[src/rtl/serializer_vrtl.sv]
// Parallel-to-serial converter: one N_SAMPLES-word frame in, N_SAMPLES
// BIT_WIDTH words out on a val/rdy stream, index 0 first, no bubble between frames.

module serializer_vrtl_word #(
  parameter int BIT_WIDTH = 32
) (
  input  logic                 clk,
  input  logic                 reset,
  input  logic                 load,
  input  logic [BIT_WIDTH-1:0] d,
  output logic [BIT_WIDTH-1:0] q
);

  always_ff @(posedge clk) begin
    if (reset)     q <= '0;
    else if (load) q <= d;
  end

endmodule

module serializer_vrtl #(
  parameter int N_SAMPLES = 8,
  parameter int BIT_WIDTH = 32
) (
  input  logic                 clk,
  input  logic                 reset,
  input  logic                 recv_val,
  output logic                 recv_rdy,
  input  logic [BIT_WIDTH-1:0] recv_msg [N_SAMPLES],
  output logic                 send_val,
  input  logic                 send_rdy,
  output logic [BIT_WIDTH-1:0] send_msg
);

  localparam int IW = $clog2(N_SAMPLES);
  localparam logic [0:0] IDLE = 1'b0;
  localparam logic [0:0] SEND = 1'b1;
  localparam logic [IW-1:0] LAST_IDX = IW'(N_SAMPLES - 1);

  logic [0:0]           state;
  logic [IW-1:0]        idx;
  logic [BIT_WIDTH-1:0] words [N_SAMPLES];
  logic                 accept, xfer, last;

  assign last     = (idx == LAST_IDX);
  assign send_val = (state == SEND);
  // Ready in SEND only as the last word leaves, so the next frame lands with no gap.
  assign recv_rdy = (state == IDLE) | (last & send_rdy);
  assign accept   = recv_val & recv_rdy;
  assign xfer     = send_val & send_rdy;
  assign send_msg = words[idx];

  for (genvar i = 0; i < N_SAMPLES; i++) begin : g_word
    serializer_vrtl_word #(.BIT_WIDTH(BIT_WIDTH)) u_word (
      .clk   (clk),
      .reset (reset),
      .load  (accept),
      .d     (recv_msg[i]),
      .q     (words[i])
    );
  end

  always_ff @(posedge clk) begin
    if (reset) begin
      state <= IDLE;
      idx   <= '0;
    end else begin
      case (state)
        IDLE: begin
          if (accept) begin
            state <= SEND;
            idx   <= '0;
          end
        end
        default: begin
          if (xfer) begin
            if (!last) begin
              idx <= idx + 1'b1;
            end else begin
              idx   <= '0;
              state <= accept ? SEND : IDLE;
            end
          end
        end
      endcase
    end
  end

endmodule

[config.mk]
export PLATFORM = sky130hd
export DESIGN_NAME = serializer_vrtl
export DESIGN_NICKNAME = d
export VERILOG_FILES = /design/src/rtl/serializer_vrtl.sv
export SDC_FILE = /design/constraint.sdc
export NUM_CORES = 1
export LEC_CHECK = 0
export BUFFER_PORTS_ARGS = -buffer_cell sky130_fd_sc_hd__buf_4
export CAP_MARGIN = 20
export CORE_UTILIZATION = 41
export CTS_BUF_LIST = sky130_fd_sc_hd__clkbuf_4 sky130_fd_sc_hd__clkbuf_8
export DETAILED_ROUTE_END_ITERATION = 10
export PLACE_DENSITY = 0.73
export SETUP_SLACK_MARGIN = 0.3
export SYNTH_ARGS = -nofsm -noshare
export SYNTH_HDL_FRONTEND = slang
export SYNTH_SLANG_ARGS = --single-unit
[constraint.sdc]
create_clock -name clk -period 1.79 [get_ports clk]
set_clock_uncertainty 0.15 [all_clocks]
set_input_delay 0.0895 -clock clk [delete_from_list [all_inputs] [get_ports clk]]
set_output_delay 0.0895 -clock clk [all_outputs]
set_load 0.005 [all_outputs]
# After elaboration in Yosys (flattened, before gate mapping)
# Cells that the tools add are included.
# Widths: inputs -> output; s select.
totals:
  ff_bits: 260
  in_bits: 260
  out_inout_bits: 34
  elab_cells: 33
op_classes:
  n_mux: 11
  n_bitwise: 6
  addsub: 1
  reduce_logical: 2
  eq_ne: 2
  magnitude_cmp: 1
op_table:
  columns: ["cell", "count"]
  rows:
  - ["$bmux 32 s3", 1]
  - ["$mux 32", 2]
  - ["$mux 3", 4]
  - ["$ge 4x4->1 const B", 1]
  - ["$mux 1", 4]
  - ["$not 3->4", 1]
  - ["$add 3x1->3 const B", 1]
  - ["$and 1x1->1", 3]
  - ["$eq 3x3->1 const B", 1]
  - ["$ne 2x1->1 const B", 1]
  - ["$reduce_and 2->1", 1]
  - ["$reduce_bool 2->1", 1]
  - ["$not 1->1", 1]
  - ["$or 1x1->1", 1]

# Logic depth before layout (Yosys ltp)
# Gate-level depths: netlist of run 1.
logic_depth:
  depth_word: 8
  ltp_mapped: 8
  mapped_depth_nobuf: 5

# Cells and area by module
# Synthesis of run 1 repeated with hierarchy kept, for this count alone.
hier_totals:
  cells_unflattened: 958
  area_unflattened_um2: 11410.9
by_module_without_submodules:
  columns: ["module", "area_per_inst_um2", "n_inst", "seq_area_each_um2", "cells_per_inst"]
  rows:
  - ["serializer_vrtl_word", 1163.6, 8, 640.6, 103]
  - ["serializer_vrtl", 2102.0, 1, 80.1, 134]

# Worst setup path after synthesis of run 1
# No wires, ideal clock.
synth_timing:
  path_type: "flip-flop to flip-flop"
  startpoint: "register idx[0]"
  endpoint: "register g_word[0].u_word.q[15]"
  path_buffers: 3
  required_ns: 1.519
  period_less_slack_ns: 1.775
  slack_ns: 0.015
  stages_incl_launch_ff: 9
  arrival_time_ns: 1.504
  setup_ns: 0.121
  cell_sequence: "dfxtp_1 -> ha_1 -> ha_1 -> a21boi_2 -> nor2b_1 -> buf_2 -> buf_2 -> buf_4 -> mux2i_1"
synth_between:
  elab_chain_len: 4
synth_lines:
  columns: ["item", "line_no", "source"]
  rows:
  - ["from (decl)", "41", "logic [IW-1:0] idx;"]
  - ["from (signal assigned)", "78", "idx <= idx + 1'b1;"]
  - ["$eq 3x3->1", "45", "assign last = (idx == LAST_IDX);"]
  - ["$and 1x1->1", "48", "assign recv_rdy = (state == IDLE) | (last & send_rdy);"]
  - ["$or 1x1->1", "48", null]
  - ["$and 1x1->1", "49", "assign accept = recv_val & recv_rdy;"]
  - ["to (signal assigned)", "15", "if (reset) q <= '0;"]
  - ["to (signal assigned)", "16", "else if (load) q <= d;"]
  - ["to (decl)", "11", "output logic [BIT_WIDTH-1:0] q"]
# Every way passes these cells.
# A chain may end at the register's enable or synchronous reset.

# Worst setup path in the final report of run 1
layout_timing:
  startpoint: "register idx[0]"
  endpoint: "output port send_msg[3]"
layout_between:
  elab_chain_len: 4
layout_lines:
  columns: ["item", "line_no", "source"]
  rows:
  - ["$not 3->4 (implied by the code)", "51", "assign send_msg = words[idx];"]
  - ["$bmux 32 s3", "51", null]
  - ["$mux 32 (implied by the code) (2 in series)", "51", null]
  - ["to (decl)", "32", "output logic [BIT_WIDTH-1:0] send_msg"]
# Every way passes these cells. The select of a mux whose other input is x is not followed.

==> results of run 1 <==
state kept, by name (all words and copies together), names as in the netlist:
register and cells:
send_val 1, idx 3, g_word.u_word.q 256
synthesized netlist by cell type:
cell / n
nand4b_1: 1
clkbuf_1: 60
mux2i_1: 257
ha_1: 2
dfxtp_1: 260
nor2b_1: 1
mux2_2: 32
a21boi_2: 1
buf_2: 10
buf_6: 15
nand2_1: 1
nor4bb_1: 1
a32oi_1: 1
a21oi_1: 2
inv_1: 1
nand2b_1: 512
buf_4: 19
mux4_2: 64
nor2_1: 4
metrics by stage:
stage	setup slack (ns)	hold WS (ns)	util	cell area (µm²)	setup TNS (ns)
detailed placement	-0.131	0.200	0.504	16300	-14.47
global placement	-0.112	0.176	0.504	16300	-6.58
global route	-0.738	0.204	0.696	22600	-156.43
finish	-0.651	0.203	0.696	22600	-132.63
floorplan	0.110	0.0602	-	13700	0
CTS	-0.687	0.172	0.685	22200	-123.26
where the power goes:
group          total (mW)  internal, mW  switching (mW)  leakage [nW]
registers            6.38          6.16           0.217          2.14
clock network        5.86          3.29            2.57         0.536
logic                3.57          2.32            1.25          6.65
total                15.8          11.8            4.04          9.32
worst register-to-register path: cells and delay by family, from the launching register on:
kind	cells	cell delay, ns
buf+inv	8	1.01
flops	1	0.41
mux	1	0.20
simple gates	1	0.17
fa+ha+maj	2	0.26
compound gates	1	0.06
metal layers:
layer	vias to the layer above	GRT usage
met5	-	0
met4	0	0.105
met3	105	0.0473
met2	348	0.498
met1	5601	0.305
li1	5562	-
timing repair:
action / in CTS / in global routing
hold endpoints to repair: 260 / 0
hold buffers: 286 / 0
pin swaps: 1 / 4
endpoints found under the setup margin: 290 / 293
setup buffers: 50 / 15
cloned: 36 / 0
resized for setup: 155 / 43
layout by cell type (no fill, tap or decap), types with 11 or more instances in the layout:
cell type	netlist	routed
buf_8	0	12
dfxtp_1	260	257
clkinv_2	0	11
buf_6	15	65
mux4_2	64	64
mux2_4	0	27
buf_4	19	283
buf_16	0	44
nand2b_1	512	512
dlygate4sd3_1	0	286
clkbuf_8	0	61
mux2i_1	257	243
buf_12	0	39
clkbuf_4	0	11
kinds of logic after synthesis:
family,Yosys count
mux,353
buf+inv,105
compound gates,4
flops,260
fa+ha+maj,2
simple gates,520
area by class of cell:
cell class / count / area [µm²]
multi-input cells: 879 / 7930
well taps: 442 / 553
flip-flops and latches: 260 / 5210
clock inverters: 13 / 71.3
clock buffers: 72 / 922
inverters: 1 / 6.26
repair buffers: 729 / 7890
fillers: 2169 / 9870
worst paths after layout:
check,slack [ns],start,end,cells after the start
max reg2reg,-0.57,idx[0]$_SDFFE_PP0P_,g_word[6].u_word.q[3]$_SDFFE_PP0P_,13
max,-0.65,idx[0]$_SDFFE_PP0P_,send_msg[3],5
min,0.20,recv_msg[20],g_word[7].u_word.q[20]$_SDFFE_PP0P_,4
min reg2reg,0.32,g_word[4].u_word.q[2]$_SDFFE_PP0P_,g_word[4].u_word.q[2]$_SDFFE_PP0P_,2
==> metrics.yaml, run 1 <==
run_status:
  outcome: "finished, violations left"
  violations: "negative setup slack"
routing:
  drc_errors: 0
  routed_wl_mm: 45.8
  wl_met3_mm: 2.16
  drt-pass1-iter-count: 5
  top_layer: "met4"
  dr_total_vias: 11600
  drt-initial-drc-count: 435
  viasPerCell: 4.85
  dr_wl_met2_mm: 24.0
  ant_nets: 0
  drt-met1-wl_mm: 18.1
  wl_per_cell_um: 19.1
grt:
  grt_start_max_net_pins: 144
  track_usage: 0.269
  grt_overflow: 0
  grt_pass1_vias: 12700
  grt_pass1_wl_mm: 69.0
  antenna_found_initial: 0
synthesis:
  synth-adder-area-share: 0.00186
  syn_area_mm2: 0.0135
  yosysWarningCount: 0
  seq_area_frac_synth: 0.386
  ys_seq_elements: 260
  synth_xor_area_frac: 0
  synth_mux_area_frac: 0.325
  ys_top_cells_by_area: "dfxtp_1 39%, nand2b_1 24%, mux2i_1 19%"
  yosys.area.top_type: "dfxtp_1"
  yosysTopAreaCellShare: 0.386
  synth_simple_gate_area_frac: 0.241
  syn_inst: 1244
  syn_nets: 1506
  synth_top_family_by_area: "multiplexers"
  synth_compound_area_frac: 0.00223
  yosys.cell_types.count: 19
  synth.avg_cell_area_um2: 10.8
floorplan:
  rows: 66
  die_x_um: 183
  start_util: 0.415
  core_area_mm2: 0.0325
  io_pins: 294
  die_height_um: 183
  die_area_mm2: 0.0336
cts:
  clk_transition_reported_paths_ns: 0.07
  cts_tree: "built"
  clock_tree.root_cell: "clkbuf_8"
  cts-buffers-inserted: 46
  cts_buffer_depth: 3
  ctsHtreeMaxLevel: 2
  clkSinkCount: 260
  clkLatencyLatePin_ns: 0.56
timing:
  hold_viol_final: 0
  setup_viol: 290
  fin_crit_sh: 1.36
  finalCriticalPeriod_ns: 2.44
  final.setup.worst_slack_ns: -0.651
  drv_slew: 0
  max_slew_margin: 0.661
  max_freq_mhz: 410
  rsz0062_at_grt: "true"
  tightestPinTransition_ns: 0.509
worst_setup_path:
  cpMaxStageDelayCell: "mux4_2"
  path_cells: "buf_4 > buf_16 > mux4_2 > mux2_2 > buf_4"
  path_class: "flop to primary output"
  crit_family: "multiplexers"
  worst-path-buf-inv: 3
  crit_arrival_ns: 2.20
  startpoint_type: "flop"
  path_common_cell: "buf_4"
  cp_max_fo: 6
  cp_slowest_stage_delay_ns: 0.51
  crit_path_end_kind: "primary output"
  cp.required_ns: 1.55
min_path:
  min_path_type: "primary input to flop"
power_and_ir_drop:
  peakVddDrop_v: 0.000619
  p_per_area_mw_per_mm2: 700
  report.power.total_mw: 15.8
  power_leakage_nw: 9.32
layout:
  drive_gt1_frac: 0.332
  antenna_cells: 0
  area_growth_pct: 67.6
  fin_cells: 2396
  final_nets: 2179
run:
  drv_cap: 0
placed_design:
  dp_cells: 1924
  hpwlAfterDp_mm: 25.6
  place.gp.congestion: 0.827
  io_buffer_count: 293
Power figures use the tool's default switching activity.
==> run 2: changes to the inputs <==
--- a/config.mk
+++ b/config.mk
@@ -10,8 +10,9 @@
 export CORE_UTILIZATION = 41
 export CTS_BUF_LIST = sky130_fd_sc_hd__clkbuf_4 sky130_fd_sc_hd__clkbuf_8
 export DETAILED_ROUTE_END_ITERATION = 10
-export PLACE_DENSITY = 0.73
+export PLACE_DENSITY = 0.75
 export SETUP_SLACK_MARGIN = 0.3
 export SYNTH_ARGS = -nofsm -noshare
 export SYNTH_HDL_FRONTEND = slang
+export SYNTH_HIERARCHICAL = 1
 export SYNTH_SLANG_ARGS = --single-unit
==> run 2 against run 1 <==
The run still ends with negative setup slack left. Setup slack worse by 0.14 ns. Sequential power hardly changed. Register-to-register slack worse by 0.22 ns. Final cell count is 16% lower. Critical path type is now flop to flop. Global-route usage is 2.8 points higher. Highest routed layer unchanged. Combinational power is 5% lower. Final area is 12% lower. Critical endpoint is now g_word[3].u_word/q[2]$_SDFFE_PP0P_. Largest power group unchanged. Synthesized cell count is 23% lower. Clock-buffer cell count is 1 lower. Synthesized area is 15% lower.
==> metrics.yaml, run 2 <==
timing:
  drv_slew: 0
  hold_viol_final: 0
  final.setup.worst_slack_ns: -0.788
  max_slew_margin: 0.506
  fin_setup_tns_ns: -182.37
  rsz0062_at_grt: "true"
  setup_viol: 292
  whs_ns: 0.154
  max_freq_mhz: 388
  finalCriticalPeriod_ns: 2.58
  tightestPinTransition_ns: 0.741
  fin_crit_sh: 1.44
floorplan:
  die_area_mm2: 0.0285
  die_height_um: 169
  rows: 60
  die_x_um: 169
  io_pins: 294
  start_util: 0.421
  core_area_mm2: 0.0271
synthesis:
  yosys.cell_types.count: 18
  yosys.area.top_type: "dfxtp_1"
  ys_seq_elements: 260
  syn_area_mm2: 0.0114
  synthTopCellsByCount: "260 x dfxtp_1, 260 x nor2_1, 257 x mux2i_1, 64 x mux4_2"
  async_flop_share: 0
  ys_top_cells_by_area: "dfxtp_1 46%, mux2i_1 23%, mux4_2 13%"
  yosysWarningCount: 6
  synth_ff_type: "dfxtp_1"
  syn_inst: 958
  yosysTopAreaCellShare: 0.456
  synth.avg_cell_area_um2: 11.9
  seq_area_frac_synth: 0.456
  synth-edff-count: 0
  syn_nets: 1220
placed_design:
  place.gp.congestion: 0.845
  place_ws_ns: -0.184
  io_buffer_count: 293
  placed_area_mm2: 0.0140
  hpwlAfterDp_mm: 21.6
layout:
  final_nets: 1865
  drive_gt1_frac: 0.396
  area_growth_pct: 74.1
  final_common_cell: "buf_4"
  largest_reg_flops: 256
  design_area_mm2: 0.0199
  final_cell_mix: "276 x buf_4, 259 x dlygate4sd3_1, 257 x dfxtp_1, 254 x nor2_1, 208 x mux2i_1"
  top_register: "g_word.u_word/q"
power_and_ir_drop:
  power_leakage_nw: 8.40
  intPower_mw: 11.6
  power.share.combinational: 0.217
  peakVddDrop_v: 0.000767
  p_switching_mw: 4.02
  sw_frac_of_total: 0.258
  seq_power_share: 0.410
  clock_power_share: 0.373
  p_per_area_mw_per_mm2: 785
  report.power.total_mw: 15.6
cts:
  clock_tree.root_cell: "clkbuf_8"
  cts_tree: "built"
  clkLatencyLatePin_ns: 0.55
  cts_buffer_depth: 3
  cts-buffers-inserted: 46
  clk_transition_reported_paths_ns: 0.07
  clkSinkCount: 260
  ctsHtreeMaxLevel: 2
grt:
  grt_pass1_vias: 11600
  grt_pass1_wl_mm: 64.0
  grt_start_max_net_pins: 50
  antenna_found_initial: 9
  grt_overflow: 0
  track_usage: 0.297
worst_setup_path:
  crit_arrival_ns: 2.91
  cp_slowest_stage_delay_ns: 0.36
  path_cells: "buf_8 > buf_6 > buf_6 > ha_4 > ha_4 > a21boi_4 > buf_6 > nor2b_4 > buf_12 > buf_16 > buf_16 > buf_12 > buf_16 > mux2i_4 > nor2_1"
  crit_path_end_kind: "flop"
  path_class: "flop to flop"
  startpoint_type: "flop"
  cpMaxStageDelayCell: "dfxtp_4"
  cp_max_fo: 5
  cp.required_ns: 2.12
routing:
  drt-initial-drc-count: 652
  drt-pass1-iter-count: 5
  routed_wl_mm: 44.7
  viasPerCell: 5.23
  wl_per_cell_um: 22.2
  ant_nets: 0
  dr_total_vias: 10500
  drc_errors: 0
run_status:
  outcome: "finished, violations left"
  violations: "negative setup slack"
min_path:
  min_path_type: "primary input to flop"
run:
  drv_cap: 0
-- run 2: cell count changes after synthesis --
cell      change
a21boi_0      +1
a21boi_2      -1
buf_12       +24
buf_2         -5
buf_4        -19
buf_6         -2
clkbuf_1     -28
nand2b_1    -512
nor2_1      +256
-- run 2: stage by stage --
step | util | std cells
floorplan | - | 958
global placement | 0.515 | 1598
detailed placement | 0.515 | 1598
CTS | 0.708 | 1996
global route | 0.733 | 2012
finish | 0.733 | 2013
-- run 2: layer usage --
metal | global-route usage | wire length, µm
met4 | 0.185 | 2630
met3 | 0.0587 | 2740
met1 | 0.328 | 16400
met2 | 0.524 | 23000
met5 | 0 | 0
-- run 2: cell families (layout without fill, tap and decap cells) --
kind of cell             count (synthesis)  after routing  share of synthesized area
other                                    0             10                          0
adder cells (fa/ha/maj)                  2              2                    0.00219
multiplexers                           353            353                      0.383
AO/OA/AOI/OAI                            4              4                    0.00230
flip-flops                             260            260                      0.456
buffers and inverters                   75            748                     0.0680
AND/OR/NAND/NOR                        264            264                     0.0880
-- run 2: layout make-up --
cell class              instances  area [µm²]
diodes                         10        25.0
clock buffers                  71         896
clock inverters                 5        50.0
fillers                      1586        7240
inverters                       1        3.75
multi-input cells             623        5980
flip-flops and latches        260        5210
well taps                     372         465
repair buffers                671        7230
-- run 2: worst max-delay path: cells and delay by family, from the launching register on --
kind	cells	cell delay (ns)
buf+inv	9	1.13
flops	1	0.36
fa+ha+maj	2	0.31
simple gates	2	0.19
mux	1	0.18
compound gates	1	0.15
-- run 2: worst paths after layout --
path                                            start                                  end  slack, ns  cells after the start
setup / recovery                  idx[0]$_SDFFE_PP0P_   g_word[3].u_word/q[2]$_SDFFE_PP0P_      -0.79                     15
hold reg to reg   g_word[2].u_word/q[31]$_SDFFE_PP0P_  g_word[2].u_word/q[31]$_SDFFE_PP0P_       0.34                      2
hold / removal                          recv_msg[222]  g_word[1].u_word/q[30]$_SDFFE_PP0P_       0.15                      4
setup reg to reg                  idx[0]$_SDFFE_PP0P_   g_word[3].u_word/q[2]$_SDFFE_PP0P_      -0.79                     15
-- run 2: power groups by stage --
stage               registers [mW]  clock network, mW  logic [mW]
floorplan                     6.38                  0        1.25
global placement              6.43                  0        1.91
detailed placement            6.44                  0        1.94
CTS                           6.32               5.78        3.03
global route                  6.41               6.11        3.54
finish                        6.39               5.82        3.39
-- run 2: what timing repair did --
| action | CTS | global route |
|---|---|---|
| pin swaps | 12 | 57 |
| hold endpoints to repair | 260 | 0 |
| gates resized for setup | 121 | 115 |
| cloned | 31 | 1 |
| hold buffers | 259 | 0 |
| endpoints found under the setup margin | 290 | 293 |
| buffers inserted | 32 | 6 |
==> run 3: changes to the inputs <==
--- a/config.mk
+++ b/config.mk
@@ -5,12 +5,13 @@
 export SDC_FILE = /design/constraint.sdc
 export NUM_CORES = 1
 export LEC_CHECK = 0
+export ABC_AREA = 1
 export BUFFER_PORTS_ARGS = -buffer_cell sky130_fd_sc_hd__buf_4
 export CAP_MARGIN = 20
 export CORE_UTILIZATION = 41
 export CTS_BUF_LIST = sky130_fd_sc_hd__clkbuf_4 sky130_fd_sc_hd__clkbuf_8
 export DETAILED_ROUTE_END_ITERATION = 10
-export PLACE_DENSITY = 0.75
+export PLACE_DENSITY = 0.71
 export SETUP_SLACK_MARGIN = 0.3
 export SYNTH_ARGS = -nofsm -noshare
 export SYNTH_HDL_FRONTEND = slang
==> constraint.sdc (replaced) <==
create_clock -name clk -period 3.05 [get_ports clk]
set_clock_uncertainty 0.15 [all_clocks]
set_input_delay 0.1525 -clock clk [delete_from_list [all_inputs] [get_ports clk]]
set_output_delay 0.1525 -clock clk [all_outputs]
set_load 0.005 [all_outputs]
==> run 3 against run 2 <==
The run now ends clean. Critical path type is now flop to primary output. Largest cell class is now multi-input combinational cells. Final area grew 0.88%. Flip-flop and latch count unchanged. Routed wire length up 17%. Setup slack better by 1.2 ns. Clock-buffer cell count increased by 5. Combinational power decreased by 39%.
==> metrics.yaml, run 3 <==
layout:
  final_cell_mix: "933 x nand2_1, 522 x inv_1, 514 x nor2_1, 305 x buf_4, 261 x dlygate4sd3_1"
  top_register: "g_word.u_word/q"
  final.fill_count: 3258
  final_common_cell: "nand2_1"
  antenna_cells: 0
  drive_gt1_frac: 0.133
  final_nets: 3259
  design_area_mm2: 0.0200
  largest_reg_flops: 256
  area_growth_pct: 40.2
placed_design:
  place_ws_ns: 0.588
  hpwlAfterDp_mm: 35.3
  placed_area_mm2: 0.0164
  io_buffer_count: 293
  place.gp.congestion: 0.976
synthesis:
  synth_xor_area_frac: 0
  syn_nets: 2761
  synth_mux_area_frac: 0
  yosysWarningCount: 6
  synth_compound_area_frac: 0.00175
  synth-adder-area-share: 0.00175
  synth_ff_type: "dfxtp_1"
  synth-edff-count: 0
  yosys.area.top_type: "dfxtp_1"
  seq_area_frac_synth: 0.364
  syn_area_mm2: 0.0143
  synth_simple_gate_area_frac: 0.426
  synth_top_family_by_area: "simple AND/OR/NAND/NOR gates"
  synthTopCellsByCount: "933 x nand2_1, 523 x inv_1, 514 x nor2_1, 260 x dfxtp_1, 131 x nand3_1"
  yosys.cell_types.count: 13
  async_flop_share: 0
  yosysMostFrequentCell: "nand2_1"
  ys_top_cells_by_area: "dfxtp_1 36%, nand2_1 25%, inv_1 14%"
  yosysTopAreaCellShare: 0.364
  synth.avg_cell_area_um2: 5.72
  ys_seq_elements: 260
  syn_inst: 2499
cts:
  clkSinkCount: 260
  cts-buffers-inserted: 46
  postCtsSetupRepairBufs: 0
  clk_transition_reported_paths_ns: 0.06
  clock_tree.root_cell: "clkbuf_8"
  cts_tree: "built"
  ctsHtreeMaxLevel: 2
  clkLatencyLatePin_ns: 0.55
  cts_buffer_depth: 3
power_and_ir_drop:
  power_leakage_nw: 11.2
  clock_power_share: 0.374
  peakVddDrop_v: 0.000258
  p_per_area_mw_per_mm2: 469
  p_switching_mw: 2.74
  seq_power_share: 0.406
  sw_frac_of_total: 0.292
  power.share.combinational: 0.219
  intPower_mw: 6.66
timing:
  setup_viol: 0
  final.setup.worst_slack_ns: 0.419
  rsz0062_at_grt: "false"
  fin_crit_sh: 0.863
  drv_slew: 0
  max_freq_mhz: 380
  max_slew_margin: 0.300
  hold_viol_final: 0
  tightestPinTransition_ns: 1.05
  finalCriticalPeriod_ns: 2.63
  fin_setup_tns_ns: 0
routing:
  drc_errors: 0
  viasPerCell: 4.60
  drt-initial-drc-count: 1119
  ant_nets: 0
  wl_per_cell_um: 15.0
  routed_wl_mm: 52.3
  drt-pass1-iter-count: 5
  dr_total_vias: 16000
run_status:
  outcome: "finished, final reports clean"
grt:
  antenna_found_initial: 0
  grt_overflow: 0
  grt_pass1_vias: 15900
  grt_pass1_wl_mm: 80.5
  grt_start_max_net_pins: 85
  track_usage: 0.288
run:
  drv_cap: 0
floorplan:
  die_area_mm2: 0.0356
  rows: 68
  die_height_um: 189
  start_util: 0.415
  die_x_um: 189
  io_pins: 294
  core_area_mm2: 0.0345
worst_setup_path:
  crit_arrival_ns: 2.33
  cp_max_fo: 82
  rr_worst_depth: 9
  crit_path_end_kind: "primary output"
  startpoint_type: "flop"
  path_class: "flop to primary output"
  cp.required_ns: 2.75
min_path:
  min_path_type: "primary input to flop"
  hold_depth: 6
-- run 3: changes by cell type in the layout (fill, tap and decap cells not counted), sizes merged, moves of 2 or more --
| cell | before | now |
|---|---|---|
| nand2 | 1 | 933 |
| inv | 1 | 524 |
| mux2i | 257 | 0 |
| nor2 | 260 | 514 |
| nand3 | 0 | 131 |
| buf | 410 | 316 |
| mux4 | 64 | 0 |
| mux2 | 32 | 0 |
| diode | 10 | 0 |
| a21oi | 2 | 5 |
| clkbuf | 73 | 76 |
| clkinvlp | 0 | 3 |
| dlygate4sd3 | 259 | 261 |
-- run 3: through the flow --
stage	utilization	power [mW]	hold slack [ns]	cells
after floorplan	-	4.95	0.0716	2499
after global placement	0.475	5.62	0.293	3141
after detailed placement	0.475	5.64	0.297	3141
after CTS	0.581	9.43	0.245	3484
after global routing	0.581	9.88	0.291	3485
final	0.581	9.40	0.286	3485
-- run 3: what timing repair did --
action                                  4_1_cts  5_1_grt
pin swaps                                     0        0
endpoints found under the setup margin       32       31
cloned                                        1        0
hold buffers                                261        0
gates resized for setup                       5        2
endpoints found under the hold margin       260        0
-- run 3: final timing paths --
| kind | start | endpoint | slack (ns) |
|---|---|---|---|
| hold / removal | recv_msg[7] | g_word[7].u_word/q[7]$_SDFFE_PP0P_ | 0.29 |
| hold reg to reg | g_word[3].u_word/q[13]$_SDFFE_PP0P_ | g_word[3].u_word/q[13]$_SDFFE_PP0P_ | 0.32 |
| setup / recovery | idx[0]$_SDFFE_PP0P_ | send_msg[7] | 0.42 |
| setup reg to reg | idx[1]$_SDFFE_PP0P_ | g_word[5].u_word/q[30]$_SDFFE_PP0P_ | 0.59 |
-- run 3: cell families (layout without fill, tap and decap cells) --
family / after synthesis / count (layout)
and+or+nand+nor: 1579 / 1579
buffers and inverters: 653 / 1184
DFF: 260 / 260
AOI/OAI and AO/OA: 5 / 5
adders and majority gates: 2 / 2
-- run 3: metal layers --
layer | vias to the layer above | share of wire | GRT usage
met5 | - | 0.0012 | 0.0137
met4 | 2 | 0.058 | 0.164
met3 | 137 | 0.058 | 0.0458
met2 | 557 | 0.48 | 0.501
met1 | 7302 | 0.40 | 0.334
li1 | 8038 | - | -
-- run 3: power by group through the flow --
stage	sequential, mW	combinational (mW)	clock (mW)
after detailed placement	3.89	1.75	0
final	3.82	2.06	3.52
after CTS	3.82	2.03	3.59
after floorplan	3.84	1.11	0
after global routing	3.84	2.28	3.75
after global placement	3.88	1.74	0
-- run 3: worst max-delay path, stage by stage (launching register included) --
cell and delay, ns:
dfxtp_4 0.38, buf_6 0.51, nand2_1 0.20, nand3_1 0.12, nand2_1 0.09, nand2_1 0.14, nand2_1 0.14, buf_4 0.17
-- run 3: cell type report --
class,instances,area (µm²),area share
repair inverters,1,7.51,0.000375
flip-flops and latches,260,5210,0.260
repair buffers,577,5100,0.255
multi-input cells,1586,6150,0.307
inverters,525,1980,0.0989
clock inverters,5,52.6,0.00262
well taps,455,569,0.0284
clock buffers,76,958,0.0478
